[config.mk]
export PLATFORM = sky130hd
export DESIGN_NAME = instr_encoder_flat
export DESIGN_NICKNAME = d
export VERILOG_FILES = /design/src/rtl/instr_pkg.sv /design/src/rtl/instr_encoder_if.sv /design/src/rtl/instr_encoder_pack.sv /design/src/rtl/instr_encoder.sv /design/src/flat_wrapper.sv
export SDC_FILE = /design/constraint.sdc
export NUM_CORES = 1
export LEC_CHECK = 0
export ABC_AREA = 1
export BUFFER_PORTS_ARGS = -buffer_cell sky130_fd_sc_hd__buf_2
export CAP_MARGIN = 25
export CORE_MARGIN = 3
export CORE_UTILIZATION = 40
export DETAILED_ROUTE_END_ITERATION = 8
export PLACE_DENSITY_LB_ADDON = 0.1
export RECOVER_POWER = 100
export SETUP_SLACK_MARGIN = 0.05
export SLEW_MARGIN = 40
export SYNTH_ARGS = -nofsm -noshare
export SYNTH_HDL_FRONTEND = slang
export SYNTH_SLANG_ARGS = --single-unit
[constraint.sdc]
create_clock -name clk -period 2.1 [get_ports clk]
set_input_delay 0.105 -clock clk [delete_from_list [all_inputs] [get_ports clk]]
set_output_delay 0.105 -clock clk [all_outputs]
set_load 0.005 [all_outputs]
[src/rtl/instr_pkg.sv]
// rtl/instr_pkg.sv - opcode, field position and format definitions shared by encoder and decoder
package instr_pkg;

  localparam logic [5:0] OP_LDI   = 6'b000000;
  localparam logic [5:0] OP_UNA0  = 6'b000001;
  localparam logic [5:0] OP_LOAD  = 6'b000010;
  localparam logic [5:0] OP_STORE = 6'b000011;
  localparam logic [5:0] OP_BIN0  = 6'b000100;
  localparam logic [5:0] OP_BIN1  = 6'b000101;
  localparam logic [5:0] OP_UNA1  = 6'b000110;
  localparam logic [5:0] OP_DUAL0 = 6'b000111;
  localparam logic [5:0] OP_DUAL1 = 6'b001000;
  localparam logic [5:0] OP_BIN2  = 6'b001001;
  localparam logic [5:0] OP_BIN3  = 6'b001010;
  localparam logic [5:0] OP_BIN4  = 6'b001011;
  localparam logic [5:0] OP_BIN5  = 6'b001100;
  localparam logic [5:0] OP_BIN6  = 6'b001101;
  localparam logic [5:0] OP_UNA2  = 6'b001110;
  localparam logic [5:0] OP_BIN7  = 6'b001111;

  // Bit positions inside the 32-bit instruction word
  localparam int OPC_HI      = 31;
  localparam int OPC_LO      = 26;
  // Upper register slot: rdst1 for imm/unary/load, rdst2 for dual-destination
  localparam int RDST2_HI    = 25;
  localparam int RDST2_LO    = 21;
  // Destination slot of the binary layouts
  localparam int RDST1_HI    = 20;
  localparam int RDST1_LO    = 16;
  localparam int RSRC2_HI    = 9;
  localparam int RSRC2_LO    = 5;
  localparam int RSRC1_HI    = 4;
  localparam int RSRC1_LO    = 0;
  localparam int IMM_HI      = 7;
  localparam int IMM_LO      = 0;
  // STORE keeps its data address high so rsrc1 stays in the usual low slot
  localparam int DADDR_ST_HI = 25;
  localparam int DADDR_ST_LO = 18;

  typedef enum logic [2:0] {
    FMT_IMM,
    FMT_UNARY,
    FMT_LOAD,
    FMT_STORE,
    FMT_BIN,
    FMT_BIN2,
    FMT_ILLEGAL
  } instr_fmt_e;

  typedef enum logic [1:0] {
    ST_IDLE,
    ST_LOAD,
    ST_FULL
  } enc_state_e;

  function automatic instr_fmt_e fmt_of(input logic [5:0] op);
    instr_fmt_e f;
    case (op)
      OP_LDI:                     f = FMT_IMM;
      OP_UNA0, OP_UNA1, OP_UNA2:  f = FMT_UNARY;
      OP_LOAD:                    f = FMT_LOAD;
      OP_STORE:                   f = FMT_STORE;
      OP_BIN0, OP_BIN1, OP_BIN2, OP_BIN3,
      OP_BIN4, OP_BIN5, OP_BIN6, OP_BIN7:
                                  f = FMT_BIN;
      OP_DUAL0, OP_DUAL1:         f = FMT_BIN2;
      default:                    f = FMT_ILLEGAL;
    endcase
    return f;
  endfunction

endpackage

[src/rtl/instr_encoder_if.sv]
// rtl/instr_encoder_if.sv - field bundle stream from the loader into the encoder
interface instr_encoder_if;
  logic       in_valid;
  logic       in_ready;
  logic [5:0] in_opcode;
  logic [4:0] in_rdst1;
  logic [4:0] in_rdst2;
  logic [4:0] in_rsrc1;
  logic [4:0] in_rsrc2;
  logic [7:0] in_imm;
  logic [7:0] in_addr;

  modport master (
    output in_valid, in_opcode, in_rdst1, in_rdst2, in_rsrc1, in_rsrc2, in_imm, in_addr,
    input  in_ready
  );

  modport slave (
    input  in_valid, in_opcode, in_rdst1, in_rdst2, in_rsrc1, in_rsrc2, in_imm, in_addr,
    output in_ready
  );
endinterface

[src/rtl/instr_encoder_pack.sv]
// rtl/instr_encoder_pack.sv - combinational packer: opcode and fields to instruction word
module instr_pack
  import instr_pkg::*;
(
  input  logic [5:0]  opcode,
  input  logic [4:0]  rdst1,
  input  logic [4:0]  rdst2,
  input  logic [4:0]  rsrc1,
  input  logic [4:0]  rsrc2,
  input  logic [7:0]  imm,
  input  logic [7:0]  addr,
  output logic [31:0] word,
  output logic        illegal
);

  instr_fmt_e fmt;

  // Place only the fields the format uses; every other bit stays zero
  always_comb begin
    word    = '0;
    illegal = 1'b0;
    fmt     = fmt_of(opcode);
    word[OPC_HI:OPC_LO] = opcode;
    case (fmt)
      FMT_IMM: begin
        word[RDST2_HI:RDST2_LO] = rdst1;
        word[IMM_HI:IMM_LO]     = imm;
      end
      FMT_UNARY: begin
        word[RDST2_HI:RDST2_LO] = rdst1;
        word[RSRC1_HI:RSRC1_LO] = rsrc1;
      end
      FMT_LOAD: begin
        word[RDST2_HI:RDST2_LO] = rdst1;
        word[IMM_HI:IMM_LO]     = addr;
      end
      FMT_STORE: begin
        word[DADDR_ST_HI:DADDR_ST_LO] = addr;
        word[RSRC1_HI:RSRC1_LO]       = rsrc1;
      end
      FMT_BIN: begin
        word[RDST1_HI:RDST1_LO] = rdst1;
        word[RSRC2_HI:RSRC2_LO] = rsrc2;
        word[RSRC1_HI:RSRC1_LO] = rsrc1;
      end
      FMT_BIN2: begin
        word[RDST2_HI:RDST2_LO] = rdst2;
        word[RDST1_HI:RDST1_LO] = rdst1;
        word[RSRC2_HI:RSRC2_LO] = rsrc2;
        word[RSRC1_HI:RSRC1_LO] = rsrc1;
      end
      default: begin
        word    = '0;
        illegal = 1'b1;
      end
    endcase
  end

endmodule

[src/rtl/instr_encoder.sv]
// rtl/instr_encoder.sv - program-load engine writing packed instructions into instruction memory
module instr_encoder
  import instr_pkg::*;
#(
  parameter int ADDR_W = 8,
  parameter int DEPTH  = 256
) (
  input  logic              clk,
  input  logic              rst_n,
  input  logic              start,
  input  logic [ADDR_W-1:0] base_addr,
  input  logic              finish,
  instr_encoder_if.slave    in_if,
  output logic              mem_we,
  output logic [ADDR_W-1:0] mem_addr,
  output logic [31:0]       mem_wdata,
  output logic [ADDR_W:0]   wr_count,
  output logic              busy,
  output logic              done,
  output logic              err_illegal,
  output logic              err_base
);

  localparam logic [ADDR_W:0]   DEPTH_W   = (ADDR_W+1)'(DEPTH);
  localparam logic [ADDR_W-1:0] LAST_ADDR = ADDR_W'(DEPTH - 1);

  enc_state_e        state;
  enc_state_e        state_nxt;
  logic [ADDR_W-1:0] ptr;
  logic              in_ready;
  logic              accept;
  logic              base_ok;
  logic              at_last;
  logic [31:0]       pack_word;
  logic              pack_illegal;

  assign in_if.in_ready = in_ready;
  assign base_ok        = ({1'b0, base_addr} < DEPTH_W);
  assign at_last        = (ptr == LAST_ADDR);

  instr_pack u_pack (
    .opcode  (in_if.in_opcode),
    .rdst1   (in_if.in_rdst1),
    .rdst2   (in_if.in_rdst2),
    .rsrc1   (in_if.in_rsrc1),
    .rsrc2   (in_if.in_rsrc2),
    .imm     (in_if.in_imm),
    .addr    (in_if.in_addr),
    .word    (pack_word),
    .illegal (pack_illegal)
  );

  // Session state register; reset drops straight back to IDLE
  always_ff @(posedge clk or negedge rst_n) begin
    if (!rst_n) begin
      state <= ST_IDLE;
    end else begin
      state <= state_nxt;
    end
  end

  // Next-state, handshake and busy decode; finish beats the FULL transition
  always_comb begin
    state_nxt = state;
    in_ready  = 1'b0;
    busy      = 1'b0;
    accept    = 1'b0;
    case (state)
      ST_IDLE: begin
        if (start && base_ok) begin
          state_nxt = ST_LOAD;
        end
      end
      ST_LOAD: begin
        in_ready = 1'b1;
        busy     = 1'b1;
        accept   = in_if.in_valid;
        if (finish) begin
          state_nxt = ST_IDLE;
        end else if (accept && !pack_illegal && at_last) begin
          state_nxt = ST_FULL;
        end
      end
      ST_FULL: begin
        busy = 1'b1;
        if (finish) begin
          state_nxt = ST_IDLE;
        end
      end
      default: begin
        state_nxt = ST_IDLE;
      end
    endcase
  end

  // Pointer, count, write port and status flags, all registered
  always_ff @(posedge clk or negedge rst_n) begin
    if (!rst_n) begin
      ptr         <= '0;
      wr_count    <= '0;
      mem_we      <= 1'b0;
      mem_addr    <= '0;
      mem_wdata   <= '0;
      done        <= 1'b0;
      err_illegal <= 1'b0;
      err_base    <= 1'b0;
    end else begin
      mem_we <= 1'b0;
      done   <= (state != ST_IDLE) && finish;
      if ((state == ST_IDLE) && start) begin
        if (base_ok) begin
          ptr         <= base_addr;
          wr_count    <= '0;
          err_illegal <= 1'b0;
          err_base    <= 1'b0;
        end else begin
          err_base    <= 1'b1;
        end
      end
      if (accept) begin
        if (pack_illegal) begin
          err_illegal <= 1'b1;
        end else begin
          mem_we    <= 1'b1;
          mem_addr  <= ptr;
          mem_wdata <= pack_word;
          wr_count  <= wr_count + (ADDR_W+1)'(1);
          if (!at_last) begin
            ptr <= ptr + ADDR_W'(1);
          end
        end
      end
    end
  end

endmodule

[src/flat_wrapper.sv]
// flat-port wrapper written by rule: the top's interface ports become plain ports
module instr_encoder_flat import instr_pkg::*;
#(
  parameter int ADDR_W = 8,
  parameter int DEPTH  = 256
)
  (clk, rst_n, start, base_addr, finish, mem_we, mem_addr, mem_wdata, wr_count, busy, done, err_illegal, err_base, in_if_in_valid, in_if_in_opcode, in_if_in_rdst1, in_if_in_rdst2, in_if_in_rsrc1, in_if_in_rsrc2, in_if_in_imm, in_if_in_addr, in_if_in_ready);
  instr_encoder_if in_if_i ();
  input  logic clk;
  input  logic rst_n;
  input  logic start;
  input  logic [ADDR_W-1:0] base_addr;
  input  logic finish;
  output logic mem_we;
  output logic [ADDR_W-1:0] mem_addr;
  output logic [31:0] mem_wdata;
  output logic [ADDR_W:0] wr_count;
  output logic busy;
  output logic done;
  output logic err_illegal;
  output logic err_base;
  input wire logic [$bits(in_if_i.in_valid)-1:0] in_if_in_valid;
  input wire logic [$bits(in_if_i.in_opcode)-1:0] in_if_in_opcode;
  input wire logic [$bits(in_if_i.in_rdst1)-1:0] in_if_in_rdst1;
  input wire logic [$bits(in_if_i.in_rdst2)-1:0] in_if_in_rdst2;
  input wire logic [$bits(in_if_i.in_rsrc1)-1:0] in_if_in_rsrc1;
  input wire logic [$bits(in_if_i.in_rsrc2)-1:0] in_if_in_rsrc2;
  input wire logic [$bits(in_if_i.in_imm)-1:0] in_if_in_imm;
  input wire logic [$bits(in_if_i.in_addr)-1:0] in_if_in_addr;
  output wire logic [$bits(in_if_i.in_ready)-1:0] in_if_in_ready;
  assign in_if_i.in_valid = in_if_in_valid;
  assign in_if_i.in_opcode = in_if_in_opcode;
  assign in_if_i.in_rdst1 = in_if_in_rdst1;
  assign in_if_i.in_rdst2 = in_if_in_rdst2;
  assign in_if_i.in_rsrc1 = in_if_in_rsrc1;
  assign in_if_i.in_rsrc2 = in_if_in_rsrc2;
  assign in_if_i.in_imm = in_if_in_imm;
  assign in_if_i.in_addr = in_if_in_addr;
  assign in_if_in_ready = in_if_i.in_ready;
  instr_encoder #(.ADDR_W(ADDR_W), .DEPTH(DEPTH)) u_core (.clk(clk), .rst_n(rst_n), .start(start), .base_addr(base_addr), .finish(finish), .in_if(in_if_i), .mem_we(mem_we), .mem_addr(mem_addr), .mem_wdata(mem_wdata), .wr_count(wr_count), .busy(busy), .done(done), .err_illegal(err_illegal), .err_base(err_base));
endmodule
==> impl_table.tex <==
\begin{tabular}{lr}
\hline
Metric & Value \\
\hline
\multicolumn{2}{l}{\textbf{Critical path}} \\
Worst EP arrival & 1.96 ns \\
Reg-to-reg endpoint & u\_core.mem\_wdata[20]\$\_DFFE\_PN0P\_ \\
Worst reg2reg setup slack & 0.38 ns \\
Kind of capture point of the worst setup path & flip-flop \\
Critical path type & reg2reg \\
Max incr delay on CP & 0.40 ns \\
Worst Reg-to-Reg Cells & 9 \\
Crit path top cell by count & inv\_1 \\
Number of buffers and inverters on the critical path & 4 \\
Reg-to-reg startpoint & u\_core.state[1]\$\_DFFE\_PN0P\_ \\
Cell family contributing the most delay on the critical path & buffers and inverters \\
Biggest fanout along the worst timing path & 26 \\
Critical path cell sequence & inv\_1, ha\_1, nand2\_1, inv\_1, nand2\_4, inv\_2, buf\_4, nor2\_1, a31oi\_1 \\
Critical Path RT & 2.33 ns \\
Critical Path Start Type & flip-flop \\
Crit-path slowest cell & dfrtp\_1 \\
\multicolumn{2}{l}{\textbf{Synth}} \\
Count of different cell masters after synthesis & 37 \\
Area share of the largest cell type after synthesis & 0.4564 \\
Avg Inst Size Synth & 7.734 um\^{}2 \\
Count of warnings emitted by yosys & 0 \\
Sequential-to-total area share from yosys stat & 0.4564 \\
Leading cell types by total area after synthesis & dfrtp\_1 46\%, nand2\_1 17\%, nand3\_1 7.2\%, inv\_1 3.9\%, nand4\_1 3.7\% \\
Most common flop cell mapped by yosys & dfrtp\_1 \\
Number of cells produced by synthesis & 397 \\
Combined area of all synthesized cells & 0.003070 mm\^{}2 \\
Share of async-settable or async-resettable flops after synthesis & 1.000 \\
Post-synthesis cell type with the largest combined area & dfrtp\_1 \\
Flops \& latches, synth & 56 \\
EDFF count, synth & 0 \\
\multicolumn{2}{l}{\textbf{Timing}} \\
Slew at the pin with the worst max-slew slack & 1.511 ns \\
Clock skew & 0.006360 ns \\
Worst hold margin & 0.01462 ns \\
Max-slew violations & 26 \\
Total setup violations reported at the end of the flow & 0 \\
Highest clock rate & 580.7 MHz \\
Minimum period implied by the final worst setup slack & 1.722 ns \\
Number of endpoints with negative hold slack in the final report & 0 \\
Final cycle utilization of the critical path & 0.8200 \\
Post-route setup TNS & 0 ns \\
Relative slew slack & -0.007252 \\
Worst path setup slack after routing & 0.3781 ns \\
RSZ-0062 raised after global routing & false \\
\multicolumn{2}{l}{\textbf{GRT}} \\
Global-route wire length before repair & 12.92 mm \\
Grt total ovfl & 0 \\
Overall fraction of global-route tracks in use & 0.1832 \\
Vias in the first global route & 2,778 \\
Largest net degree at the start of global routing & 43 \\
Antenna violations before repair & 0 \\
\multicolumn{2}{l}{\textbf{Min path}} \\
WHS Path Cells & 3 \\
Startpoint of the tightest hold check path & in\_if\_in\_rsrc2[3] \\
Worst-case hold path end point & u\_core.mem\_wdata[8]\$\_DFFE\_PN0P\_ \\
Class of the most critical hold timing path & in2reg \\
\multicolumn{2}{l}{\textbf{Placed design}} \\
Placed wire-length estimate & 6.001 mm \\
Placement-stage worst setup slack & 0.3003 ns \\
Weighted congestion at the end of routability-driven global placement & 0.8895 \\
Placed Cells incl. Taps & 590 \\
Port-buffer cells & 102 \\
\multicolumn{2}{l}{\textbf{Floorplanning}} \\
Die boundary width & 93.62 um \\
Total number of placement rows & 31 \\
Die Y-Extent & 93.62 um \\
Die Area & 0.008764 mm\^{}2 \\
I/O pin count & 110 \\
Starting density of the core & 0.4188 \\
Area of the core & 0.007331 mm\^{}2 \\
\multicolumn{2}{l}{\textbf{Status}} \\
Failing checks & capacitance limit, slew limit \\
Run status & finished with violations \\
\multicolumn{2}{l}{\textbf{Detailed routing}} \\
Number of design rule violations left after detail routing & 0 \\
Iteration-0 DRC count of the detailed router & 96 \\
1st-pass router iterations & 4 \\
Average detailed-routed wire length per instance & 13.01 um \\
Vias per Instance & 4.818 \\
Total vias in the final route & 2,886 \\
Remaining antenna violation count & 0 \\
Total detailed-routing wirelength & 7.791 mm \\
\multicolumn{2}{l}{\textbf{Final layout}} \\
Net total in the final layout & 559 \\
Final std cells w/o fill & 599 \\
Area growth from synthesis to final layout & 22.70\% \\
Diodes inserted & 0 \\
Proportion of layout cells with a drive suffix above 1 & 0.2320 \\
\multicolumn{2}{l}{\textbf{CTS}} \\
Cts bufs inserted & 5 \\
CTS Root Buffer Type & clkbuf\_8 \\
Number of clock sinks & 56 \\
Clk buf depth & 2 \\
Insertion delay of the later-clocked pin in the worst-skew pair & 0.31 ns \\
Reg clk slew, reported paths & 0.10 ns \\
Clock tree from TritonCTS & yes \\
Number of setup buffers added after CTS & 0 \\
H-Tree Depth & 2 \\
\multicolumn{2}{l}{\textbf{Power}} \\
Standby leakage power & 2.000 nW \\
Peak VDD IR & 0.0005198 V \\
Total power per unit cell area & 1004 mW/mm\^{}2 \\
Overall power consumption & 3.782 mW \\
\multicolumn{2}{l}{\textbf{Run}} \\
Max Cap Viol & 1 \\
\hline
\end{tabular}
-- cells by family (layout without fill, tap and decap cells) --
family / count (synthesis) / after routing / synth area share
compound gates: 45 / 45 / 0.08803
xor+xnor: 4 / 4 / 0.01141
fa+ha+maj: 5 / 5 / 0.02037
buf+inv: 60 / 157 / 0.09128
flops: 56 / 56 / 0.4564
other cells: 1 / 7 / 0.001221
simple gates: 226 / 226 / 0.3313
-- metrics by stage --
stage	area, um^2	util
2_1_floorplan	3093	-
3_3_place_gp	3671	0.5008
3_5_place_dp	3671	0.5008
4_1_cts	3802	0.5187
5_1_grt	3767	0.5139
6_report	3767	0.5139
-- repair_timing --
action                                  in CTS  in global routing
hold buffers                                 1                  0
resized for setup                            0                  1
endpoints found under the setup margin       0                  2
endpoints found under the hold margin       25                  0
-- registers in the layout, summed over array words and instances, names as in the netlist --
name                flops
u_core.wr_count         9
u_core.ptr              8
u_core.mem_we           1
u_core.mem_addr         8
u_core.mem_wdata       26
u_core.err_illegal      1
u_core.state            2
u_core.done             1
-- routing by layer --
layer  vias to the layer above  routed length, um  GRT usage
met4                         0                 73    0.03971
met2                        80               3579     0.2954
met3                         6                406    0.03459
met1                      1311               3731     0.2570
met5                         -                  0          0
li1                       1489                  -          -
-- cell usage after synthesis, types with 3 or more instances --
cell and number:
buf_4 9, xor2_1 3, inv_2 4, nor2_1 16, inv_1 32, nand3_1 44
nand2_4 3, nand4_1 18, o21ai_1 4, o21ai_0 22, ha_1 5, o22ai_1 5
nand2_1 135, dfrtp_1 56, a31oi_1 4, clkbuf_1 6, buf_2 7
-- final cells by class --
cell class	instances	area [um^2]
timing repair buffer	112	568.0
clock inverter	2	38.79
sequential	56	1401
tap	99	123.9
inverter	37	143.9
multi-input combinational	287	1409
clock buffer	6	82.58
fill	761	3563
-- power breakdown --
| group | switching, mW | total, mW | internal (mW) | leakage (nW) |
|---|---|---|---|---|
| sequential | 0.248 | 1.70 | 1.46 | 0.731 |
| combinational | 0.763 | 1.32 | 0.559 | 1.21 |
| clock | 0.365 | 0.755 | 0.391 | 0.0614 |
-- worst register-to-register path, cell delays in order (launching register included) --
cell and delay (ns):
dfrtp_1 0.40, inv_1 0.09, ha_1 0.18, nand2_1 0.16, inv_1 0.15, nand2_4 0.06, inv_2 0.11, buf_4 0.29
nor2_1 0.07, a31oi_1 0.13
-- cells in the final DEF, fill, tap and decap left out, types with 5 or more instances in the layout --
cell type,instances
buf_2,82
buf_4,5
clkbuf_1,21
clkbuf_8,6
conb_1,7
dfrtp_1,56
ha_1,5
inv_1,32
nand2_1,134
nand3_1,45
nand4_1,18
nor2_1,16
o21ai_0,23
o22ai_1,5
-- worst max-delay path by stage --
stage	from	to	slack, ns	cells past startpoint
global route	u_core.state[1]$_DFFE_PN0P_	u_core.mem_wdata[20]$_DFFE_PN0P_	0.15	9
global placement	u_core.state[1]$_DFFE_PN0P_	u_core.ptr[6]$_DFF_PN0_	0.37	9
CTS	u_core.state[1]$_DFFE_PN0P_	u_core.ptr[6]$_DFF_PN0_	0.28	9
floorplan	u_core.state[1]$_DFFE_PN0P_	u_core.ptr[0]$_DFF_PN0_	0.57	10
detailed placement	u_core.state[1]$_DFFE_PN0P_	u_core.ptr[0]$_DFF_PN0_	0.30	9
finish	u_core.state[1]$_DFFE_PN0P_	u_core.mem_wdata[20]$_DFFE_PN0P_	0.38	9
Power figures use the tool's default switching activity.
